**config.mk**
```make
export PLATFORM = sky130hd
export DESIGN_NAME = mul_div_unit
export DESIGN_NICKNAME = d
export VERILOG_FILES = /design/src/rtl/mul_div_unit.sv
export SDC_FILE = /design/constraint.sdc
export NUM_CORES = 1
export LEC_CHECK = 0
export CAP_MARGIN = 20
export CELL_PAD_IN_SITES_DETAIL_PLACEMENT = 2
export CELL_PAD_IN_SITES_GLOBAL_PLACEMENT = 2
export CORE_MARGIN = 2
export CORE_UTILIZATION = 35
export CTS_CLUSTER_SIZE = 24
export DETAILED_ROUTE_END_ITERATION = 16
export PLACE_DENSITY = 0.84
export SLEW_MARGIN = 40
export SYNTH_ARGS = -nofsm -noshare
export SYNTH_HDL_FRONTEND = slang
export SYNTH_SLANG_ARGS = --single-unit
export TNS_END_PERCENT = 10
```
**constraint.sdc**
```tcl
create_clock -name clk -period 4.92 [get_ports clk]
set_clock_uncertainty 0.2 [all_clocks]
set_input_delay 0.984 -clock clk [delete_from_list [all_inputs] [get_ports clk]]
set_output_delay 0.984 -clock clk [all_outputs]
set_load 0.1 [all_outputs]
```
**src/rtl/mul_div_unit.sv**
```systemverilog
// mul_div_unit: iterative signed multiply / restoring divide unit.
// MUL leaves the full 2*WIDTH product in zhigh:zlow; DIV leaves the quotient
// in zlow and the remainder in zhigh.
// Optional feature macro MULDIV_EARLY_ZERO_EN: when defined, a zero operand
// (MUL with a or b zero, DIV with a zero and b nonzero) skips the iteration
// phase. When undefined, those cases run the full loop and give the same values.
module mul_div_unit #(
  parameter int WIDTH = 32
) (
  input  logic             clk,
  input  logic             clr,
  input  logic             start,
  input  logic             op,
  input  logic [WIDTH-1:0] a,
  input  logic [WIDTH-1:0] b,
  output logic             busy,
  output logic             done,
  output logic             div_by_zero,
  output logic [WIDTH-1:0] zhigh,
  output logic [WIDTH-1:0] zlow
);

  localparam int CW = $clog2(WIDTH);

  typedef enum logic [1:0] {IDLE, LOAD, ITER, FINISH} state_t;

  state_t               state_reg, state_next;
  logic                 op_reg;
  logic [WIDTH-1:0]     a_reg, b_reg, mcand_reg;
  logic [2*WIDTH-1:0]   acc_reg;
  logic [CW-1:0]        count_reg;
  logic                 neg_lo_reg;   // product sign / quotient sign
  logic                 neg_hi_reg;   // remainder sign (follows dividend)

  logic                 b_zero, skip_iter;
  logic [WIDTH-1:0]     mag_a, mag_b, quo, rem;
  logic [WIDTH:0]       add_sum, rem_shift, rem_diff;
  logic [2*WIDTH-1:0]   mul_step, div_step;

  assign b_zero = (b_reg == '0);

`ifdef MULDIV_EARLY_ZERO_EN
  assign skip_iter = b_zero || (a_reg == '0);
`else
  assign skip_iter = op_reg && b_zero;
`endif

  // Operand magnitudes; the most-negative value maps to itself, which reads
  // correctly as an unsigned magnitude.
  assign mag_a = a_reg[WIDTH-1] ? ('0 - a_reg) : a_reg;
  assign mag_b = b_reg[WIDTH-1] ? ('0 - b_reg) : b_reg;

  // Shift-add step: multiplier sits in the low half and shifts out LSB first.
  assign add_sum  = {1'b0, acc_reg[2*WIDTH-1:WIDTH]} + {1'b0, mcand_reg};
  assign mul_step = acc_reg[0] ? {add_sum, acc_reg[WIDTH-1:1]}
                               : {1'b0, acc_reg[2*WIDTH-1:1]};

  // Restoring step: partial remainder in the high half, dividend shifting out
  // of the low half while quotient bits shift in.
  assign rem_shift = acc_reg[2*WIDTH-1:WIDTH-1];
  assign rem_diff  = rem_shift - {1'b0, mcand_reg};
  assign div_step  = rem_diff[WIDTH]
                   ? {rem_shift[WIDTH-1:0], acc_reg[WIDTH-2:0], 1'b0}
                   : {rem_diff[WIDTH-1:0],  acc_reg[WIDTH-2:0], 1'b1};

  assign quo  = acc_reg[WIDTH-1:0];
  assign rem  = acc_reg[2*WIDTH-1:WIDTH];
  assign busy = (state_reg != IDLE);

  // State register.
  always_ff @(posedge clk) begin
    if (clr) state_reg <= IDLE;
    else     state_reg <= state_next;
  end

  // Next-state logic.
  always_comb begin
    state_next = state_reg;
    case (state_reg)
      IDLE:    if (start) state_next = LOAD;
      LOAD:    state_next = skip_iter ? FINISH : ITER;
      ITER:    if (count_reg == CW'(WIDTH - 1)) state_next = FINISH;
      FINISH:  state_next = IDLE;
      default: state_next = IDLE;
    endcase
  end

  // Datapath: operand capture, iteration, sign fix-up and result write.
  always_ff @(posedge clk) begin
    if (clr) begin
      op_reg      <= 1'b0;
      a_reg       <= '0;
      b_reg       <= '0;
      mcand_reg   <= '0;
      acc_reg     <= '0;
      count_reg   <= '0;
      neg_lo_reg  <= 1'b0;
      neg_hi_reg  <= 1'b0;
      done        <= 1'b0;
      div_by_zero <= 1'b0;
      zhigh       <= '0;
      zlow        <= '0;
    end else begin
      done <= 1'b0;
      case (state_reg)
        IDLE: begin
          if (start) begin
            op_reg      <= op;
            a_reg       <= a;
            b_reg       <= b;
            div_by_zero <= 1'b0;
          end
        end
        LOAD: begin
          count_reg  <= '0;
          mcand_reg  <= mag_b;
          neg_lo_reg <= a_reg[WIDTH-1] ^ b_reg[WIDTH-1];
          neg_hi_reg <= a_reg[WIDTH-1];
          acc_reg    <= skip_iter ? '0 : {{WIDTH{1'b0}}, mag_a};
        end
        ITER: begin
          acc_reg   <= op_reg ? div_step : mul_step;
          count_reg <= count_reg + 1'b1;
        end
        FINISH: begin
          done <= 1'b1;
          if (op_reg && b_zero) begin
            zlow        <= '1;
            zhigh       <= a_reg;
            div_by_zero <= 1'b1;
          end else if (op_reg) begin
            zlow  <= neg_lo_reg ? ('0 - quo) : quo;
            zhigh <= neg_hi_reg ? ('0 - rem) : rem;
          end else begin
            {zhigh, zlow} <= neg_lo_reg ? ('0 - acc_reg) : acc_reg;
          end
        end
        default: ;
      endcase
    end
  end

endmodule
```
== Word-level counts from Yosys, hierarchy flattened ==
Index checks and enable logic that the tools add are counted.

* Bits in registers: 236
* Bits of input ports: 68
* Output and inout port bits: 67
* Logic and storage cells: 61

* Add/subtract/negate cells: 8
* Equal/unequal tests: 7
* Multiplexer cells: 23
* Bitwise operators: 1
* Reductions and logical operators: 9

{| class="wikitable"
|+ Operators by type and width
! kind !! count
|-
| $mux W32 || 9
|-
| $mux W64 || 4
|-
| $pmux W64 S2 || 1
|-
| $sub A1 B32 Y32 const A || 4
|-
| $sub A1 B64 Y64 const A || 1
|-
| $add A32 B32 Y33 || 1
|-
| $sub A33 B32 Y33 || 1
|-
| $logic_not A32 Y1 || 1
|-
| $pmux W5 S2 || 1
|-
| $pmux W2 S4 || 1
|-
| $ne A2 B2 Y1 const B || 3
|-
| $reduce_bool A2 Y1 || 3
|-
| $add A5 B1 Y5 const B || 1
|-
| $eq A5 B5 Y1 const B || 1
|-
| $eq A2 B2 Y1 const B || 2
|-
| $mux W1 || 4
|-
| $mux W2 || 2
|-
| $reduce_and A2 Y1 || 2
|-
| $reduce_and A3 Y1 || 1
|-
| $eq A2 B1 Y1 const B || 1
|-
| $logic_not A2 Y1 || 1
|-
| $pmux W1 S2 || 1
|-
| $logic_and A1 B1 Y1 || 1
|-
| $xor A1 B1 Y1 || 1
|}

== Logic depth before layout (Yosys ltp) ==
Gate-level depths: netlist (run 1).

* Word-level depth: 4
* Depth in mapped cells: 15
* Depth with buffers taken out: 13

== Worst setup path after synthesis (run 1) ==
Ideal clock, no wire load.

* Kind: flip-flop to flip-flop
* Start: reg acc_reg[31]
* End: reg acc_reg[41]
* Library setup time: 0.121 ns
* Data arrival time: 3.175 ns
* Data required time: 4.599 ns
* Path slack: 1.423 ns
* Stages on the path, launching flop included: 16
* Buffers on the path: 2
* Period minus slack after synthesis: 3.497 ns
* Path through: dfxtp_1 clkbuf_1 inv_1 ha_1 fa_1 nand2b_1 a21oi_1 nor3_1 o21ai_0 o21ai_0 a211oi_2 clkbuf_1 mux2i_1 nor2_1 a221oi_1 nand2_1

* Longest elaborated chain between the ends: 4

{| class="wikitable"
|+ Ends and longest elaborated chain
! element !! line !! source
|-
| start, declared || 30 || <nowiki>logic [2*WIDTH-1:0] acc_reg;</nowiki>
|-
| start signal, assigned || 119 || <nowiki>acc_reg <= skip_iter ? '0 : {{WIDTH{1'b0}}, mag_a};</nowiki>
|-
| start signal, assigned || 122 || <nowiki>acc_reg <= op_reg ? div_step : mul_step;</nowiki>
|-
| $sub A33 B32 Y33 || 61 || <nowiki>assign rem_diff = rem_shift - {1'b0, mcand_reg};</nowiki>
|-
| $mux W64 || 63 || <nowiki>? {rem_shift[WIDTH-1:0], acc_reg[WIDTH-2:0], 1'b0}</nowiki>
|-
| $mux W64 || 122 ||
|-
| $pmux W64 S2 || 105 || <nowiki>case (state_reg)</nowiki>
|}

Every way passes these cells.
A chain may end at the register's enable or synchronous reset.

== Worst setup path after layout (run 1) ==
* Start: reg acc_reg[31]
* End: reg acc_reg[46]

Same word-level chain as after synthesis.

==> results of run 1 <==
[synthesized netlist by cell type, types with 35 or more instances]
master	n	area, sq um
sky130_fd_sc_hd__ha_1	75	938
sky130_fd_sc_hd__nor3_1	48	240
sky130_fd_sc_hd__o21ai_0	129	646
sky130_fd_sc_hd__nand3_1	37	185
sky130_fd_sc_hd__nand2_1	275	1030
sky130_fd_sc_hd__clkbuf_1	134	503
sky130_fd_sc_hd__a21oi_1	249	1250
sky130_fd_sc_hd__xor2_1	84	736
sky130_fd_sc_hd__xnor2_1	84	736
sky130_fd_sc_hd__a211oi_1	69	518
sky130_fd_sc_hd__nor2_1	222	833
sky130_fd_sc_hd__o31ai_1	35	263
sky130_fd_sc_hd__inv_1	68	255
sky130_fd_sc_hd__dfxtp_1	236	4720
sky130_fd_sc_hd__mux2i_1	60	601
[worst max path at each step]
| stage | to | start | slack (ns) | cells after the start |
|---|---|---|---|---|
| 2_1_floorplan | acc_reg[41]$_SDFFE_PP0P_ | acc_reg[31]$_SDFFE_PP0P_ | 1.42 | 15 |
| 5_1_grt | acc_reg[46]$_SDFFE_PP0P_ | acc_reg[31]$_SDFFE_PP0P_ | 0.45 | 13 |
| 3_3_place_gp | acc_reg[46]$_SDFFE_PP0P_ | acc_reg[31]$_SDFFE_PP0P_ | 1.03 | 13 |
| 4_1_cts | acc_reg[46]$_SDFFE_PP0P_ | acc_reg[31]$_SDFFE_PP0P_ | 0.80 | 13 |
| 3_5_place_dp | acc_reg[46]$_SDFFE_PP0P_ | acc_reg[31]$_SDFFE_PP0P_ | 0.80 | 13 |
| 6_report | acc_reg[46]$_SDFFE_PP0P_ | acc_reg[31]$_SDFFE_PP0P_ | 0.75 | 13 |
[stage by stage]
stage,hold WS (ns),setup slack (ns)
2_1_floorplan,0.250,1.42
3_3_place_gp,0.249,1.03
3_5_place_dp,0.255,0.805
4_1_cts,0.274,0.795
5_1_grt,0.310,0.454
6_report,0.270,0.750
[layer usage]
metal,wire (um),vias to the layer above,global-route usage [%]
li1,-,7914,-
met4,2270,4,9.20
met3,4360,135,4.63
met1,32000,8612,38.1
met5,26,-,0
met2,31800,522,45.1
[logic make-up after synthesis]
family,after synthesis
mux,63
buf+inv,232
simple gates,739
compound gates,683
fa+ha+maj,77
xor+xnor,168
flops,236
[worst reg2reg max path, delay by kind of cell (launching register included)]
family / cells / cell delay, ns
buffers and inverters: 2 / 0.46
AOI/OAI and AO/OA: 7 / 1.93
DFF: 1 / 0.52
and+or+nand+nor: 2 / 0.34
adders and majority gates: 2 / 0.62
[power groups by stage]
| stage | Sequential [mW] | Combinational [mW] | Clock (mW) |
|---|---|---|---|
| final | 2.91 | 5.89 | 2.45 |
| after floorplan | 3.07 | 3.86 | 0 |
| after global routing | 2.96 | 6.37 | 2.57 |
| after detailed placement | 2.92 | 5.71 | 0 |
| after global placement | 2.88 | 5.52 | 0 |
| after CTS | 2.89 | 5.82 | 2.48 |
[area by class of cell]
class / instances / area [sq um] / area share [%]
clock buffers: 44 / 905 / 4.78
clock inverters: 10 / 181 / 0.958
inverters: 69 / 259 / 1.37
multi-input cells: 1730 / 10800 / 57.2
flip-flops and latches: 236 / 4730 / 25.0
well taps: 607 / 759 / 4.01
repair buffers: 168 / 1270 / 6.73
==> results, run 1 <==
- After filler insertion, the fill cell instance count of the layout stands at approximately 5300.
- The number of DRC violations after detailed routing is 0.
- In this run the vertical extent of the chip is ~220 um.
- In the global route stage, overall resource usage came out at 28.0%.
- The hold-fix buffer count after cts is 0.
- Cells fill 40.8% of the core in the end.
- The worst min-delay path endpoint is zhigh[0]$_SDFFE_PP0P_.
- Summing internal, switching and leakage power gives about 11 mW.
- The share of synthesized area spent on multiplexers is 3.86%.
- For the pin with the worst max-slew slack, the measured transition is 0.836 ns.
- Grouping stages by cell kind, the critical path spends the most delay in compound AO/OA/AOI/OAI gates.
- The first global-routing pass estimated around 110000 um of wire.
- The register-to-register setup slack is 0.75 ns.
- The destination of the worst register-to-register timing path is acc_reg[46]$_SDFFE_PP0P_.
- The tightest min-delay check is of the flip-flop to flip-flop type.
- For the worst setup path, the data arrival time is 4.46 ns.
- In this run the core area contains 79 standard-cell rows.
- The largest net degree at the start of global routing is ~140.
- The internal power consumption is 5.69 mW.
- The Yosys step of the flow raised 0 warnings.
- The count of pins on the block boundary is 135.
- Summing all placed instances gives a cell area of 17900 sq um.
- The remaining global-route overflow is 0.
- The via count of the first global-routing pass is 18247.
- The number of clock buffers added by TritonCTS is 30.
- The post-synthesis cell area is 16500 sq um.
- The clock reaches the later pin of the worst-skew pair after 0.60 ns.
- In the final layout, the share of cells above drive strength 1 is roughly 8.9%.
- The number of max-slew violations in the final report is 0.
- Setup repair after global routing left no endpoint under its margin.
- Post-CTS timing repair inserted 0 buffers for setup.
- By startpoint and endpoint, the worst setup path is classified as flip-flop to flip-flop.
- In this run the worst path has a maximum fanout of 22.
- The number of enable flip-flop cells after synthesis is 0.
- The dominant synthesized flop cell is sky130_fd_sc_hd__dfxtp_1.
- The static leakage is between 7 and 8 nW.
- With fillers left out, the area of the finished cells amounts to 18900 sq um.
- The total detailed-routing wirelength is 70500 um.
- The synthesized-area fraction occupied by xor and xnor cells is 8.94%.
- The analysis attributes to net switching a power of 5.55 mW.
- The synthesized netlist devotes 20.6% of its cell area to simple gates.
- After clock tree synthesis, the clock-pin slew on the worst setup and hold paths is around 0.06 ns.
- The HPWL reported at the end of detailed placement is around 51000 um.
- The number of inserted diodes is 0.
- The cell seen most often among critical-path stages is sky130_fd_sc_hd__o21ai_0.
- The proportion of register bits with asynchronous set or reset after synthesis is 0%.
- Max-cap violations in this run came to 0.
- In this run, distinct cell masters in the synthesized netlist total 80.
- The kind of start point of the critical path is a flip-flop.
- The proportion of power drawn by the clock network is 21.8%.
- STA puts the critical path data required time at 5.21 ns.
- The synthesized netlist devotes 26.2% of its cell area to compound gates.
- The post-layout net count is 2380.
- The register with the most flip-flops in the layout has 64 of them.
- The main combinational cell family by area after synthesis is compound AO/OA/AOI/OAI gates.
- Measured in cells, the most critical reg-to-reg path has a length of 13.
- Counting both buffers and inverters, the worst setup path holds a total of 2.
- Of the total power, the share spent switching nets is 49.4%.
- The die width is between 200 and 250 um.
- The worst register-to-register path begins at acc_reg[31]$_SDFFE_PP0P_.
- TritonCTS built the clock tree.
- The cell count after synthesis is between 2000 and 2500.
- The library cell used most frequently in the layout, excluding fill and tap cells, is sky130_fd_sc_hd__nand2_1.
- The first detailed-routing pass ran for 7 iterations.
- The flow ran to the end, and the final reports show no timing, DRC or antenna violations.
- The die area is 48800 sq um.
- The count of port buffers added during placement is 134.
- The share of the clock period used by the worst path after layout is 84.8%.
- The post-cts resize count is 0.
- The DRC marker count from the first detailed-route iteration is 1366.
- After synthesis the netlist holds a flip-flop and latch count of 236.
- The non-filler instance count after layout is 2864.
- In this run the tightest slew margin relative to its limit is 42.8%.
- For this design, the slowest cell found on the critical path is sky130_fd_sc_hd__a211oi_4.
- The number of vias in the routed layout is 17187.
- Averaged over all synthesized cells, the footprint is 7.49 sq um.
- The number of routed nets with antenna violations is 0.
- The area share of fa/ha/maj cells after synthesis is roughly 5.9%.
- The nature of the critical path endpoint is a flip-flop.
- The net count after synthesis is 2343.
- The smallest clock period supported by the final layout is computed as 4.17 ns.
- Dividing total power by cell area gives a power density of 594 nW/um^2.
- The growth of design area from synthesis to finish is 15.1%.
- Counting every sink on the clock net gives around 240.
- The count of final hold-check violations was 0.
- The hold path startpoint is zhigh[0]$_SDFFE_PP0P_.
- The largest stage delay on the critical path is 0.57 ns.
- After routing, the total negative slack on setup checks comes to 0 ns.
- The average via count per standard cell is 6.00.
- In the final routed layout, each cell accounts on average for 24.6 um.
- The maximum clock rate is about 0.24 GHz.
- The instance count along the most critical hold path is 2.
- The top cell types in the final layout, fill and taps aside, are sky130_fd_sc_hd__nand2_1 (274), sky130_fd_sc_hd__a21oi_1 (249), sky130_fd_sc_hd__dfxtp_1 (233).
- In this run the clock root is driven by a sky130_fd_sc_hd__clkbuf_16.
- The count of H-tree levels built during CTS is 1.
- The number of antenna violations at the first check in global routing is 2.
- The signal on the critical path passes through inv_1 -> ha_1 -> fa_1 -> nand2b_1 -> a21oi_1 -> nor3_1 -> o21ai_0 -> o21ai_0 -> a211oi_4 -> buf_4 -> o21ai_0 -> a21o_1 -> a32o_1.
- In this run the standard cell core region covers about 46000 sq um.
- Setup violations remaining at the end of the flow were counted as 0.
- The combinational share of power is between 50% and 60%.
- At the end of routability-driven placement, the weighted congestion stood at 0.919.
- Of the synthesized area, sequential elements account for approximately 29%.
- The sequential cell fraction of total power is 25.9%.
- The initial utilization of the core area, before any placement, comes to 35.4%.
- The clock passes through at most 3 buffers.
- The number of placed cells counting well taps is about 2800.
- The worst-case IR drop observed on VDD is 516 uV.
Note: power is estimated with default switching activity, not from simulation.
==> run 2: changes to the inputs <==
- CORE_UTILIZATION: 35 -> 31
- PLACE_DENSITY: 0.84 -> 0.79
- clock period: 4.92 -> 3.8 ns (I/O delays scaled with it)
==> run 2 against run 1 <==
- first-iteration DRC count fell by 9.4%
- global-route usage decreased by 1.9 points
- wire length increased by 3.2%
- sequential share of layout area is 0.85 points lower
- count of clock-buffer cells in the layout fell by 5
- non-clock buffer count increased by 78
- critical path type unchanged
- largest power group unchanged
- highest routed layer is now met4
==> results, run 2 (synthesis gave the netlist of run 1 again) <==
- The die width was 234 um (+6.1%).
- The worst path required time came to 4.11 ns (-1.10 ns).
- The class of the tightest hold or removal check is flip-flop to flip-flop.
- The global routing stage identified its most utilized layer as met2.
- The register-to-register setup slack came to 0.18 ns (-0.57 ns).
- The core region area is 52600 sq um (+13%).
- The number of buffers created by CTS is 29 (-3.3%).
- The clock period minus final worst setup slack was 3.62 ns (-0.552 ns).
- The weighted congestion at the end of routability-driven global placement was 0.889 (-3.2%).
- The count of H-tree levels built during CTS is 1 (unchanged).
- The worst ir drop on vdd is 356 uV (-31%).
- The met3 track demand over resource in global routing is 3.90% (-0.73 points).
- The static leakage is 7.74 nW (+4.5%).
- The internal power consumption is 7.31 mW (+28%).
- The detailed-router iteration count before antenna repair is 6 (-1).
- The arrival time of the worst setup path was 3.93 ns (-0.53 ns).
- The post-layout net count was 2457 (+3.2%).
- The wire length per cell came to 24.1 um (-2.2%).
- The effective utilization at floorplan was 31.3% (-4.1 points).
- The tree is rooted in a sky130_fd_sc_hd__clkbuf_16.
- The DRC marker count from the first detailed-route iteration is 1238 (-9.4%).
- The via count of the first global-routing pass was 18054 (-1.1%).
- The all-layer global routing usage came to 26.2% (-1.9 points).
- The fill cell total of the finished layout was 6085 (+14%).
- The kind of start point of the critical path is a flip-flop.
- The number of buffers added for setup after CTS is 0 (unchanged).
- The layout cell share with drive strength beyond 1 was 11.8% (+2.9 points).
- The clock transition at the registers of the reported paths is 0.06 ns (about the same).
- Setup repair after global routing left no endpoint under its margin.
- The number of antenna violations at the first check in global routing is 1 (-1).
- The hold-fix buffer count after cts is 0 (unchanged).
- The clock latency at the later pin of the worst-skew pair is 0.59 ns (about the same).
- The largest net degree at the start of global routing is 130 (-5.1%).
- The number of DRC violations after detailed routing is 0 (unchanged).
- The first-pass GRT wire length is 111000 um (+1.5%).
- The sequential cell fraction of total power came to 24.3% (-1.6 points).
- The met2 layer usage reported by global route came to 42.0% (-3.1 points).
- The height of the die is 234 um (+6.1%).
- The smallest hold slack was 0.281 ns (+0.0118 ns).
- The number of flip-flops in the largest register is 64 (unchanged).
- The number of failing setup endpoints in the final timing report is 0 (unchanged).
- The number of vias in the routed layout was 17257 (+0.41%).
- The measured slew at the worst slew-check pin came to 0.912 ns (+0.0764 ns).
- Leaving out fill and tap cells, the most frequent cells in the layout are sky130_fd_sc_hd__nand2_1 (274), sky130_fd_sc_hd__a21oi_1 (248), sky130_fd_sc_hd__dfxtp_1 (234).
- The TritonCTS clock tree is built.
- The maximum clock rate came to 0.276 GHz (+15%).
- The global routing met1 resource utilization is 36.8% (-1.3 points).
- The count of final hold-check violations is 0 (unchanged).
- The worst setup path is captured at a flip-flop.
- The average via count per standard cell came to 5.71 (-4.8%).
- The count of port buffers added during placement is 134 (unchanged).
- The remaining global-route overflow is 0 (unchanged).
- The cell depth of the worst flop-to-flop path is 11 (-2).
- The die area is 54900 sq um (+13%).
- The switching part of the total came to 50.0% (+0.58 points).
- The total power after layout is 14.6 mW (+30%).
- The count of pins on the block boundary is 135 (unchanged).
- The power dissipated by switching net loads is 7.29 mW (+31%).
- The number of routed nets with antenna violations is 0 (unchanged).
- The number of standard-cell rows in the floorplan is 84 (+6.3%).
- The ratio of total power to cell area was 745 nW/um^2 (+25%).
- The flow ran to the end, and the final reports show no timing, DRC or antenna violations.
- The critical path is of the flip-flop to flip-flop type.
- Leaving out fill and tap cells, the most frequent cell in the layout is sky130_fd_sc_hd__nand2_1.
- The instance count along the most critical hold path is 2 (unchanged).
- The maximum fanout along the worst path was 8 (-64%).
- The maximum count of clock buffers along a single path was 3 (unchanged).
- The HPWL reported at the end of detailed placement is 55500 um (+8.2%).
- The count of clock tree sinks is 236 (unchanged).
- The combinational share of power was 56.4% (+4.1 points).
- The worst relative slew slack is 38.7% (-4.1 points).
- The proportion of power drawn by the clock network is 19.3% (-2.5 points).
- The growth of design area from synthesis to finish is 19.1%.
- The number of max-slew violations in the final report is 0 (unchanged).
- The number of violations of the max-capacitance limit is 0 (unchanged).
- The share of the clock period used by the worst path after layout is 95.2% (+10 points).
- The total detailed-routing wirelength is 72700 um (+3.2%).
[run 2: cell count changes in the layout (fill, tap and decap cells not counted), sizes merged]
| cell | before | now |
|---|---|---|
| diode | 0 | 1 |
| clkbuf | 44 | 39 |
| bufinv | 5 | 2 |
| inv | 69 | 70 |
| clkinv | 4 | 7 |
| clkinvlp | 1 | 2 |
| buf | 102 | 180 |
[run 2: per-stage QoR]
stage	util, %	cell area (sq um)	instances	setup WS (ns)	setup TNS, ns
6_report	37.3	19600	3021	0.182	0
5_1_grt	37.3	19600	3020	0.00118	0
4_1_cts	37.2	19600	3020	0.0685	0
3_5_place_dp	35.5	18600	2969	-0.0156	-0.0156
3_3_place_gp	35.9	18900	2968	0.0896	0
2_1_floorplan	-	16500	2198	0.303	0
[run 2: routing by layer]
metal  part of all wire, %  vias up
li1                      -     8047
met1                    47     8663
met2                    45      448
met3                   5.7       99
met4                   2.2        0
met5                     0        -
[run 2: final timing paths]
check / startpoint / to
worst max-delay path: acc_reg[12]$_SDFFE_PP0P_ / zhigh[21]$_SDFFE_PP0P_
worst min-delay path: zhigh[0]$_SDFFE_PP0P_ / zhigh[0]$_SDFFE_PP0P_
worst max register to register: acc_reg[12]$_SDFFE_PP0P_ / zhigh[21]$_SDFFE_PP0P_
worst min register to register: zhigh[0]$_SDFFE_PP0P_ / zhigh[0]$_SDFFE_PP0P_
[run 2: power groups by stage]
stage | combinational, mW | clock (mW) | sequential [mW]
after detailed placement | 8.02 | 0 | 3.59
after CTS | 8.13 | 2.85 | 3.55
after floorplan | 5.00 | 0 | 3.97
final | 8.23 | 2.81 | 3.55
after global placement | 7.75 | 0 | 3.56
after global routing | 8.93 | 2.98 | 3.62
[run 2: final cells by class]
type / count / area [sq um] / share of cell area, %
Multi-Input combinational cell: 1730 / 10900 / 55.4
Sequential cell: 236 / 4730 / 24.1
Timing Repair Buffer: 246 / 1950 / 9.94
Tap cell: 688 / 861 / 4.39
Clock buffer: 39 / 803 / 4.10
Inverter: 69 / 259 / 1.32
Clock inverter: 12 / 130 / 0.664
Antenna cell: 1 / 2.50 / 0.0128
[run 2: timing repair]
action,4_1_cts,5_1_grt
endpoints found under the hold margin,0,0
resized for setup,1,9
endpoints found under the setup margin,1,23
[run 2: worst max-delay path, stage by stage, from the launching register on]
cell and delay (ns):
sky130_fd_sc_hd__dfxtp_1 0.42, sky130_fd_sc_hd__or4_4 0.62, sky130_fd_sc_hd__nor3_4 0.24, sky130_fd_sc_hd__nand4_2 0.17
sky130_fd_sc_hd__buf_4 0.22, sky130_fd_sc_hd__or4_4 0.45, sky130_fd_sc_hd__o21ai_0 0.20, sky130_fd_sc_hd__a22oi_1 0.16
sky130_fd_sc_hd__o21ai_0 0.45, sky130_fd_sc_hd__xnor2_1 0.18, sky130_fd_sc_hd__nand2_1 0.07, sky130_fd_sc_hd__a21oi_1 0.15
